$ cat src/rtl/sipo_frame_ctrl_if.sv
// sipo_frame_ctrl_if: serial capture inputs and parallel valid/ready output of the framing controller.
interface sipo_frame_ctrl_if #(parameter int WIDTH = 4);
    logic                         start, shift_in, shift_en, frame_abort, out_ready, clear_ovr;
    logic [WIDTH-1:0]             parallel_out;
    logic                         out_valid, busy, overrun;
    logic [$clog2(WIDTH+1)-1:0]   bit_cnt;
    modport master (
        output start, shift_in, shift_en, frame_abort, out_ready, clear_ovr,
        input  parallel_out, out_valid, busy, overrun, bit_cnt
    );
    modport slave (
        input  start, shift_in, shift_en, frame_abort, out_ready, clear_ovr,
        output parallel_out, out_valid, busy, overrun, bit_cnt
    );
endinterface

$ cat src/rtl/sipo_frame_ctrl.sv
// sipo_frame_ctrl: frames WIDTH serial bits into a word and offers it on a valid/ready port,
// flagging a sticky overrun when a finished word finds the output still occupied.
module sipo_frame_ctrl #(
    parameter int WIDTH     = 4,
    parameter bit MSB_FIRST = 1'b1
) (
    input  logic              clk,
    input  logic              rst_n,
    sipo_frame_ctrl_if.slave  bus
);
    localparam int CW = $clog2(WIDTH+1);
    typedef enum logic {IDLE, SHIFT} state_e;
    state_e           state_q, state_d;
    logic [WIDTH-1:0] sreg_q, sreg_d, pout_q, pout_d, word;
    logic [CW-1:0]    cnt_q, cnt_d;
    logic             valid_q, valid_d, ovr_q, ovr_d;
    // Shift register contents including the bit arriving this cycle
    assign word = MSB_FIRST ? {sreg_q[WIDTH-2:0], bus.shift_in} : {bus.shift_in, sreg_q[WIDTH-1:1]};
    always_ff @(posedge clk or negedge rst_n) begin
        if (!rst_n) begin
            state_q <= IDLE;
            sreg_q  <= '0;
            pout_q  <= '0;
            cnt_q   <= '0;
            valid_q <= 1'b0;
            ovr_q   <= 1'b0;
        end else begin
            state_q <= state_d;
            sreg_q  <= sreg_d;
            pout_q  <= pout_d;
            cnt_q   <= cnt_d;
            valid_q <= valid_d;
            ovr_q   <= ovr_d;
        end
    end
    always_comb begin
        state_d = state_q;
        sreg_d  = sreg_q;
        pout_d  = pout_q;
        cnt_d   = cnt_q;
        valid_d = valid_q & ~bus.out_ready;
        ovr_d   = ovr_q & ~bus.clear_ovr;
        if (state_q == IDLE) begin
            if (bus.start) begin
                state_d = SHIFT;
                cnt_d   = '0;
            end
        end else if (bus.frame_abort) begin
            state_d = IDLE;
            cnt_d   = '0;
        end else if (bus.shift_en) begin
            sreg_d = word;
            if (cnt_q == CW'(WIDTH-1)) begin
                state_d = IDLE;
                cnt_d   = '0;
                // A word still waiting to be taken keeps the port; the new one is lost
                if (!valid_q || bus.out_ready) begin
                    pout_d  = word;
                    valid_d = 1'b1;
                end else begin
                    ovr_d = 1'b1;
                end
            end else begin
                cnt_d = cnt_q + CW'(1);
            end
        end
    end
    assign bus.parallel_out = pout_q;
    assign bus.out_valid    = valid_q;
    assign bus.busy         = (state_q == SHIFT);
    assign bus.bit_cnt      = cnt_q;
    assign bus.overrun      = ovr_q;
endmodule

$ cat src/flat_wrapper.sv
// flat-port wrapper written by rule: the top's interface ports become plain ports
module sipo_frame_ctrl_flat 
#(
    parameter int WIDTH     = 4,
    parameter bit MSB_FIRST = 1'b1
)
  (clk, rst_n, bus_start, bus_shift_in, bus_shift_en, bus_frame_abort, bus_out_ready, bus_clear_ovr, bus_parallel_out, bus_out_valid, bus_busy, bus_overrun, bus_bit_cnt);
  sipo_frame_ctrl_if #(.WIDTH(WIDTH)) bus_i ();
  input  logic clk;
  input  logic rst_n;
  input wire logic [$bits(bus_i.start)-1:0] bus_start;
  input wire logic [$bits(bus_i.shift_in)-1:0] bus_shift_in;
  input wire logic [$bits(bus_i.shift_en)-1:0] bus_shift_en;
  input wire logic [$bits(bus_i.frame_abort)-1:0] bus_frame_abort;
  input wire logic [$bits(bus_i.out_ready)-1:0] bus_out_ready;
  input wire logic [$bits(bus_i.clear_ovr)-1:0] bus_clear_ovr;
  output wire logic [$bits(bus_i.parallel_out)-1:0] bus_parallel_out;
  output wire logic [$bits(bus_i.out_valid)-1:0] bus_out_valid;
  output wire logic [$bits(bus_i.busy)-1:0] bus_busy;
  output wire logic [$bits(bus_i.overrun)-1:0] bus_overrun;
  output wire logic [$bits(bus_i.bit_cnt)-1:0] bus_bit_cnt;
  assign bus_i.start = bus_start;
  assign bus_i.shift_in = bus_shift_in;
  assign bus_i.shift_en = bus_shift_en;
  assign bus_i.frame_abort = bus_frame_abort;
  assign bus_i.out_ready = bus_out_ready;
  assign bus_i.clear_ovr = bus_clear_ovr;
  assign bus_parallel_out = bus_i.parallel_out;
  assign bus_out_valid = bus_i.out_valid;
  assign bus_busy = bus_i.busy;
  assign bus_overrun = bus_i.overrun;
  assign bus_bit_cnt = bus_i.bit_cnt;
  sipo_frame_ctrl #(.WIDTH(WIDTH), .MSB_FIRST(MSB_FIRST)) u_core (.clk(clk), .rst_n(rst_n), .bus(bus_i));
endmodule
$ cat config.mk
export PLATFORM = sky130hd
export DESIGN_NAME = sipo_frame_ctrl_flat
export DESIGN_NICKNAME = d
export VERILOG_FILES = /design/src/rtl/sipo_frame_ctrl_if.sv /design/src/rtl/sipo_frame_ctrl.sv /design/src/flat_wrapper.sv
export SDC_FILE = /design/constraint.sdc
export NUM_CORES = 1
export LEC_CHECK = 0
export ABC_AREA = 1
export CORE_ASPECT_RATIO = 0.7
export CORE_MARGIN = 4
export CORE_UTILIZATION = 30
export CTS_CLUSTER_DIAMETER = 40
export CTS_CLUSTER_SIZE = 30
export DETAILED_ROUTE_END_ITERATION = 6
export SYNTH_ARGS = -nofsm -noshare
export SYNTH_HDL_FRONTEND = slang
export SYNTH_SLANG_ARGS = --single-unit
$ cat constraint.sdc
create_clock -name clk -period 2 [get_ports clk]
set_clock_uncertainty 0.1 [all_clocks]
set_input_delay 0.3 -clock clk [delete_from_list [all_inputs] [get_ports clk]]
set_output_delay 0.3 -clock clk [all_outputs]
set_load 0.01 [all_outputs]
# Word-level counts from Yosys, hierarchy flattened

Cells that the tools add are included.

$lt $le $gt $ge: 0
Mux-type cells: 20
Shift-type cells: 0
Bitwise gates (word level): 5
Equality and inequality tests: 2
Multipliers: 0
Reductions and logical operators: 6
Add/subtract/negate cells: 1
Div/mod/pow operators: 0

Operators with widths:

| cell                  | count |
|---|---|
| $mux W1               | 15 |
| $mux W3               | 5 |
| $reduce_and A5 Y1     | 1 |
| $add A3 B1 Y3 const B | 1 |
| $eq A3 B2 Y1 const B  | 1 |
| $ne A3 B3 Y1 const B  | 1 |
| $not A1 Y1            | 3 |
| $reduce_and A3 Y1     | 1 |
| $and A1 B1 Y1         | 2 |
| $reduce_and A2 Y1     | 1 |
| $reduce_bool A2 Y1    | 1 |
| $logic_not A1 Y1      | 1 |
| $logic_or A1 B1 Y1    | 1 |

Bits in latches: 0
Bits in read-only memories: 0
Input bits: 8
Memories kept: 0
Register bits after elaboration: 13
Memory bits (writable): 0
Output and inout port bits: 10

# Depth between registers and ports, before layout

Gate-level depths: netlist of run 1.

Depth after elaboration: 7
Mapped depth: 6

# Worst setup path after synthesis of run 1

No wires, ideal clock.

Path type: reg-to-reg
Start point: reg u_core.cnt_q[0] (netlist: u_core.bus.bit_cnt[0])
End point: reg u_core.pout_q[0] (netlist: u_core.bus.parallel_out[0])
Setup time: 0.117 ns
Arrival time: 1.011 ns
Path slack: 0.772 ns
Stages on the path, launching flop included: 7
Period minus slack after synthesis: 1.228 ns
Cells stage by stage: dfrtp_1 > ha_1 > nand2_2 > nor2_4 > nand2_4 > nand2_1 > nand2_1

Cells in the longest elaborated chain, start to end: 2

RTL lines:

| what                        | line                  | RTL |
|---|---|---|
| start, declared             | sipo_frame_ctrl.sv:15 | `logic [CW-1:0] cnt_q, cnt_d;` |
| start signal, assigned      | sipo_frame_ctrl.sv:31 | `cnt_q <= cnt_d;` |
| $eq A3 B2 Y1                | sipo_frame_ctrl.sv:53 | `if (cnt_q == CW'(WIDTH-1)) begin` |
| $reduce_and A5 Y1 (no line) | --                    |  |
| end signal, assigned        | sipo_frame_ctrl.sv:30 | `pout_q <= pout_d;` |
| end, declared               | sipo_frame_ctrl.sv:14 | `logic [WIDTH-1:0] sreg_q, sreg_d, pout_q, pout_d, word;` |

Every way passes these cells.
A chain may end at the register's enable or synchronous reset.

# Worst setup path after layout of run 1

Start point: reg u_core.state_q (netlist: u_core.bus.busy)
End point: out bus_busy

RTL lines:

| what                   | line                  | RTL |
|---|---|---|
| start, declared        | sipo_frame_ctrl.sv:13 | `state_e state_q, state_d;` |
| start signal, assigned | sipo_frame_ctrl.sv:28 | `state_q <= state_d;` |
| end, declared          | flat_wrapper.sv:19    | `output wire logic [$bits(bus_i.busy)-1:0] bus_busy;` |

No word-level cell between the ends.

==> results of run 1 <==
## metal layers
layer	global-route usage, %	vias up
met5	0	-
met1	13.93	216
li1	-	248
met3	5.143	2
met4	3.896	0
met2	12.37	14
## cell families after synthesis
logic type | count (synthesis) | synth area share, %
adder cells (fa/ha/maj) | 1 | 2.146
flip-flops | 13 | 55.79
buffers and inverters | 9 | 5.794
AO/OA/AOI/OAI | 6 | 5.149
AND/OR/NAND/NOR | 35 | 29.40
multiplexers | 1 | 1.717
## sequential cells by signal, indices dropped and copies added (netlist names)
signal / cells
u_core.bus.bit_cnt: 3
u_core.bus.busy: 1
u_core.bus.out_valid: 1
u_core.bus.overrun: 1
u_core.bus.parallel_out: 4
u_core.sreg_q: 3
## cell usage after synthesis
master / n / share of area [%]
o21ai_1: 1 / 0.86
nand2_4: 1 / 1.9
nor2_4: 1 / 1.9
inv_2: 1 / 0.64
ha_1: 1 / 2.1
nand2_2: 1 / 1.1
nand3_4: 1 / 3.0
nand2_1: 22 / 14
nor2_1: 2 / 1.3
nand3_1: 7 / 6.0
inv_1: 8 / 5.2
dfrtp_1: 13 / 56
o21ai_0: 4 / 3.4
a21oi_1: 1 / 0.86
mux2i_1: 1 / 1.7
## worst max path at each step
stage                           from                          to  slack (ps)
6_report             u_core.bus.busy                    bus_busy         340
4_1_cts              u_core.bus.busy                    bus_busy         310
3_5_place_dp            bus_shift_en  u_core.bus.parallel_out[0]         430
5_1_grt              u_core.bus.busy                    bus_busy         280
3_3_place_gp            bus_shift_en  u_core.bus.parallel_out[1]         470
2_1_floorplan  u_core.bus.bit_cnt[0]  u_core.bus.parallel_out[0]         770
## through the flow
step,cell area [um^2],power [uW]
4_1_cts,807.0,595.9
6_report,807.0,584.4
5_1_grt,807.0,623.7
3_5_place_dp,780.7,432.8
2_1_floorplan,583.1,369.9
3_3_place_gp,780.7,431.0
## cell type report
type | instances | area [um^2] | area share (%)
multi-input cells | 43 | 224.0 | 27.75
repair buffers | 17 | 170.2 | 21.09
clock buffers | 4 | 26.28 | 3.256
well taps | 22 | 27.53 | 3.411
flip-flops and latches | 13 | 325.3 | 40.31
inverters | 9 | 33.78 | 4.186
## power by group
part,internal [uW],switching (uW)
Clock,77.2,80.2
Combinational,52.8,53.7
Sequential,295,25.5
Total,425,159
==> impl_results.md, run 1 <==
* Outcome: finished, final reports clean
* Vias in the first global route at ~410
* Yosys Warn Count at 0
* Worst-path maximum fanout at 4
* Critical-path cell with the highest stage delay: clkdlybuf4s50_1
* Buffers added on ports at 17
* Worst Hold Slack at 293.7 ps
* Worst setup path class: flop to output port
* Capturing point of the worst reg2reg path: u_core.bus.parallel_out[3]
* Initial standard-cell utilization of the core at around a third
* Number of cells produced by synthesis at 65
* # placed instances at 104
* Total inserted antenna cells at 0
* Pin slew with the least headroom to its limit at 579.0 ps
* Endpoints failing setup at 0
* Average routed wire per standard cell at ~11 um
* Reported max-cap violation count at 0
* Clock-pin transition on the worst setup and hold timing paths at 70 ps
* Mapped cell area at 583.1 um^2
* Area enclosed by the die boundary at about 0.0027 mm^2
* Setup total negative slack at 0 ps
* Commonest cells after routing, fill and taps aside: nand2_1, clkdlybuf4s50_1, dfrtp_1, inv_1, nand3_1
* Fmax at 601.9 MHz
* HPWL after detailed placement at 990.7 um
* Length of routed wiring on met1 at 614 um
* Met2 wire len at 484 um
* Sequential-to-total area share from yosys stat at approximately 56%
* CTS tree: built
* Number of antenna violations at the first check in global routing at 0
* Number of nets still failing antenna checks after routing at 0
* Critical Path, Cell by Cell: clkdlybuf4s50_1
* Type of the worst min-delay path: input pin to async pin
* Type of element launching the critical path: flop
* Largest net degree at the start of global routing at 14
* Clock period minus worst slack at around 1700 ps
* Number of I/O pins at 18
* Clock Tree Buf Depth at 2
* Headroom to the max-slew limit at 61.28%
* Layout filler cell count at around 190
* Max-slew violation count at 0
* Cts bufs inserted at 3
* RR Startpoint: u_core.bus.bit_cnt[0]
* Floorplan Core Area at 0.001854 mm^2
* Setup repair after global routing missed its margin: no
* Reported leakage power at 0.0003937 uW
* Number of clock sinks seen by CTS at 13
* Delay of the slowest cell on the worst path at 570 ps
* Worst Reg-to-Reg Cells at 6
* Iter 0 DRT Violations at 11
* Aggregate global-route resource usage at 9.825%
* Number of cells on the critical path at 1
* Number of buffers and inverters on the critical path at 1
* Met3 wire length at 85 um
* Peak supply drop at 0.4296 mV
* DRC violation count after routing at 0
* Placer congestion estimate at 0.7073
* Yosys reg bits at 13
* Vias per cell at between 4 and 5
* Root Buffer Master: clkbuf_4
* Net count of the finished layout at 96
* Remaining Overflow, GRT at 0
* Number of vias in the routed layout at 480
* FP Rows at 13
* Worst path top cell family by delay: buffers and inverters
* Kind of end point of the critical path: output port
* Count of cell types in the netlist at 15
* Synthesized net count at 74
* Synthesized area divided by synthesized cell count at approximately 9.0 um^2
* Area delta synth->final at 38.41%
* Total power density per cell area at 724.1 mW/mm^2
* Die height at 44.89 um
* CP Data Arrival Time at 1260 ps
* Worst R2R Setup Slack at 720 ps
* # hold bufs at CTS at 0
* Post-route worst setup slack at 338.5 ps
* Most frequent standard cell in the layout excluding fill and tap cells: nand2_1
* Highest signal layer in the routed design: met4
* Total Routed Length at 1.201 mm
* Chip width at about 61 um
* Placement Setup Slack at about 430 ps
* Number of H-tree levels at 1
* Post-CTS repair timing setup buffer count at 0
* Crit path required time at around 1600 ps
* Post-route insts no fill at 108
* Layout cells sized above 1 at 9.302%
* Global-route wire length before repair at 1.849 mm
* Final count of hold timing violations at 0
* Quantity of gates resized following cts at 0
* Final worst path period share at 83.08%
* Utilization of the core after routing at a little over two fifths
* Drt first pass iters at 4
* Clock latency of the later-clocked register in the worst-skew pair at 270 ps
No activity file was read; power rests on OpenSTA's default activity.
==> inputs of run 2 (changes only) <==
clock period = 1.55 ns   (was 2 ns; I/O delays follow)
==> impl_results.md, run 2 (synthesis gave the netlist of run 1 again) <==
* Flip-flop count of the largest register, all copies and words added at 4 (unchanged)
* Cts bufs inserted at 3 (unchanged)
* Clock Tree Buf Depth at 2 (unchanged)
* CP Data Arrival Time at 1150 ps (-110 ps)
* Pin slew with the least headroom to its limit at 282.2 ps (-296.8 ps)
* Worst path top cell family by delay: buffers and inverters
* Iter 0 DRT Violations at 20 (+9)
* Reported leakage power at 0.0005336 uW (+36%)
* Crit path required time at 1220 ps (-380 ps)
* Largest net degree at the start of global routing at 14 (unchanged)
* FP Rows at 13 (unchanged)
* Layout cells sized above 1 at 11.36% (+2.1 points)
* Average routed wire per standard cell at 11.55 um (+3.9%)
* Instance area at placement at 788.3 um^2 (+0.96%)
* Number of antenna violations at the first check in global routing at 0 (unchanged)
* Total Routed Length at 1.271 mm (+5.8%)
* # hold bufs at CTS at 0 (unchanged)
* Die height at 44.89 um (unchanged)
* Commonest cells after routing, fill and taps aside: nand2_1, dfrtp_1, inv_1, clkdlybuf4s50_1
* Number of buffers and inverters on the critical path at 1 (unchanged)
* Total power density per cell area at 905.4 mW/mm^2 (+25%)
* Clock-pin transition on the worst setup and hold timing paths at 80 ps (about the same)
* Critical-path cell with the highest stage delay: clkdlybuf4s50_1
* Placer congestion estimate at 0.7125 (+0.74%)
* Total inserted antenna cells at 0 (unchanged)
* Global-route wire length before repair at 2.076 mm (+12%)
* Kind of end point of the critical path: output port
* Aggregate global-route resource usage at 11.09% (+1.3 points)
* Max-slew violation count at 0 (unchanged)
* Endpoints failing setup at 0 (unchanged)
* Vias per cell at 4.327 (-2.6%)
* Headroom to the max-slew limit at 81.14% (+20 points)
* Peak supply drop at 0.4501 mV (+4.8%)
* Number of nets still failing antenna checks after routing at 0 (unchanged)
* Number of I/O pins at 18 (unchanged)
* Type of element launching the critical path: flop
* Number of clock sinks seen by CTS at 13 (unchanged)
* Clock latency of the later-clocked register in the worst-skew pair at 280 ps (about the same)
* Critical Path, Cell by Cell: clkdlybuf4s50_1
* Remaining Overflow, GRT at 0 (unchanged)
* Number of H-tree levels at 1 (unchanged)
* Reported max-cap violation count at 0 (unchanged)
* Setup total negative slack at 0 ps (unchanged)
* Most frequent standard cell in the layout excluding fill and tap cells: nand2_1
* Delay of the slowest cell on the worst path at 530 ps (-40 ps)
* DRC violation count after routing at 0 (unchanged)
* Type of the worst min-delay path: input pin to async pin
* Floorplan Core Area at 0.001854 mm^2 (unchanged)
* Area enclosed by the die boundary at 0.002724 mm^2 (unchanged)
* Final count of hold timing violations at 0 (unchanged)
* Fin area at 837.1 um^2 (+3.7%)
* Fmax at slightly below 700 MHz
* Chip width at 60.69 um (unchanged)
* HPWL after detailed placement at 972.3 um (-1.9%)
* Drt first pass iters at 4 (unchanged)
* Area delta synth->final at 43.56%
* Number of vias in the routed layout at 476 (-0.83%)
* Initial standard-cell utilization of the core at 31.44% (unchanged)
* Vias in the first global route at 441 (+8.4%)
* Worst setup path class: flop to output port
* Net count of the finished layout at 98 (+2.1%)
* Buffers added on ports at 17 (unchanged)
* Worst-path maximum fanout at 2 (-2)
* Clock period minus worst slack at 1484 ps
* Root Buffer Master: clkbuf_4
* Setup repair after global routing missed its margin: no
* Outcome: finished, final reports clean
* Final worst path period share at 95.74%
* CTS tree: built
## run 2: final timing paths
check	startpoint	end	slack, ps	depth (start not counted)
worst max-delay path	u_core.bus.overrun	bus_overrun	70	1
worst min-delay path	rst_n	u_core.bus.bit_cnt[0]	150	2
worst max register to register	u_core.bus.bit_cnt[0]	u_core.bus.parallel_out[0]	280	6
worst min register to register	u_core.bus.parallel_out[2]	u_core.bus.parallel_out[2]	370	2
max in group asynchronous	rst_n	u_core.bus.parallel_out[1]	1030	2
min in group clk	u_core.bus.parallel_out[2]	u_core.bus.parallel_out[2]	370	2
## run 2: power breakdown
group	leakage [uW]	switching (uW)	internal, uW
sequential	0.000175	27.3	381
clock	0.0000150	107	99.9
combinational	0.000344	75.3	68.0
## run 2: layer usage
metal	GRT usage, %	part of all wire [%]	vias to the layer above
met3	5.143	5.9	4
met1	15.36	50	205
met5	0	0	-
met4	5.195	1.7	0
li1	-	-	252
met2	14.50	43	15
## run 2: cell type report
class                      instances  area [um^2]
fill                             194         1017
sequential                        13        325.3
multi-input combinational         43        224.0
timing repair buffer              19        200.2
inverter                           9        33.78
tap                               22        27.53
clock buffer                       4        26.28
## run 2: per-stage QoR
stage / setup WS, ps / instances / hold slack, ps / util [%] / total power [uW]
floorplan: 321.5 / 65 / -163.1 / - / 477.3
global placement: 81.57 / 105 / 370.6 / 42.51 / 557.8
detailed placement: 64.37 / 105 / 365.1 / 42.51 / 558.3
CTS: 27.67 / 110 / 146.0 / 44.20 / 777.5
global route: 12.22 / 110 / 144.6 / 45.14 / 829.3
finish: 66.06 / 110 / 149.7 / 45.14 / 757.9
## run 2: what timing repair did
action                                 in CTS  in global routing
setup endpoints to repair                   3                  7
pin swaps                                   0                  0
gates resized for setup                     2                  7
endpoints found under the hold margin       0                  0
buffers inserted                            1                  0
==> inputs of run 3 (changes only) <==
PLACE_DENSITY = 0.6   (was default)
==> results of run 3 <==
Same layout as run 2: the final DEF is identical, and so are final timing and power.
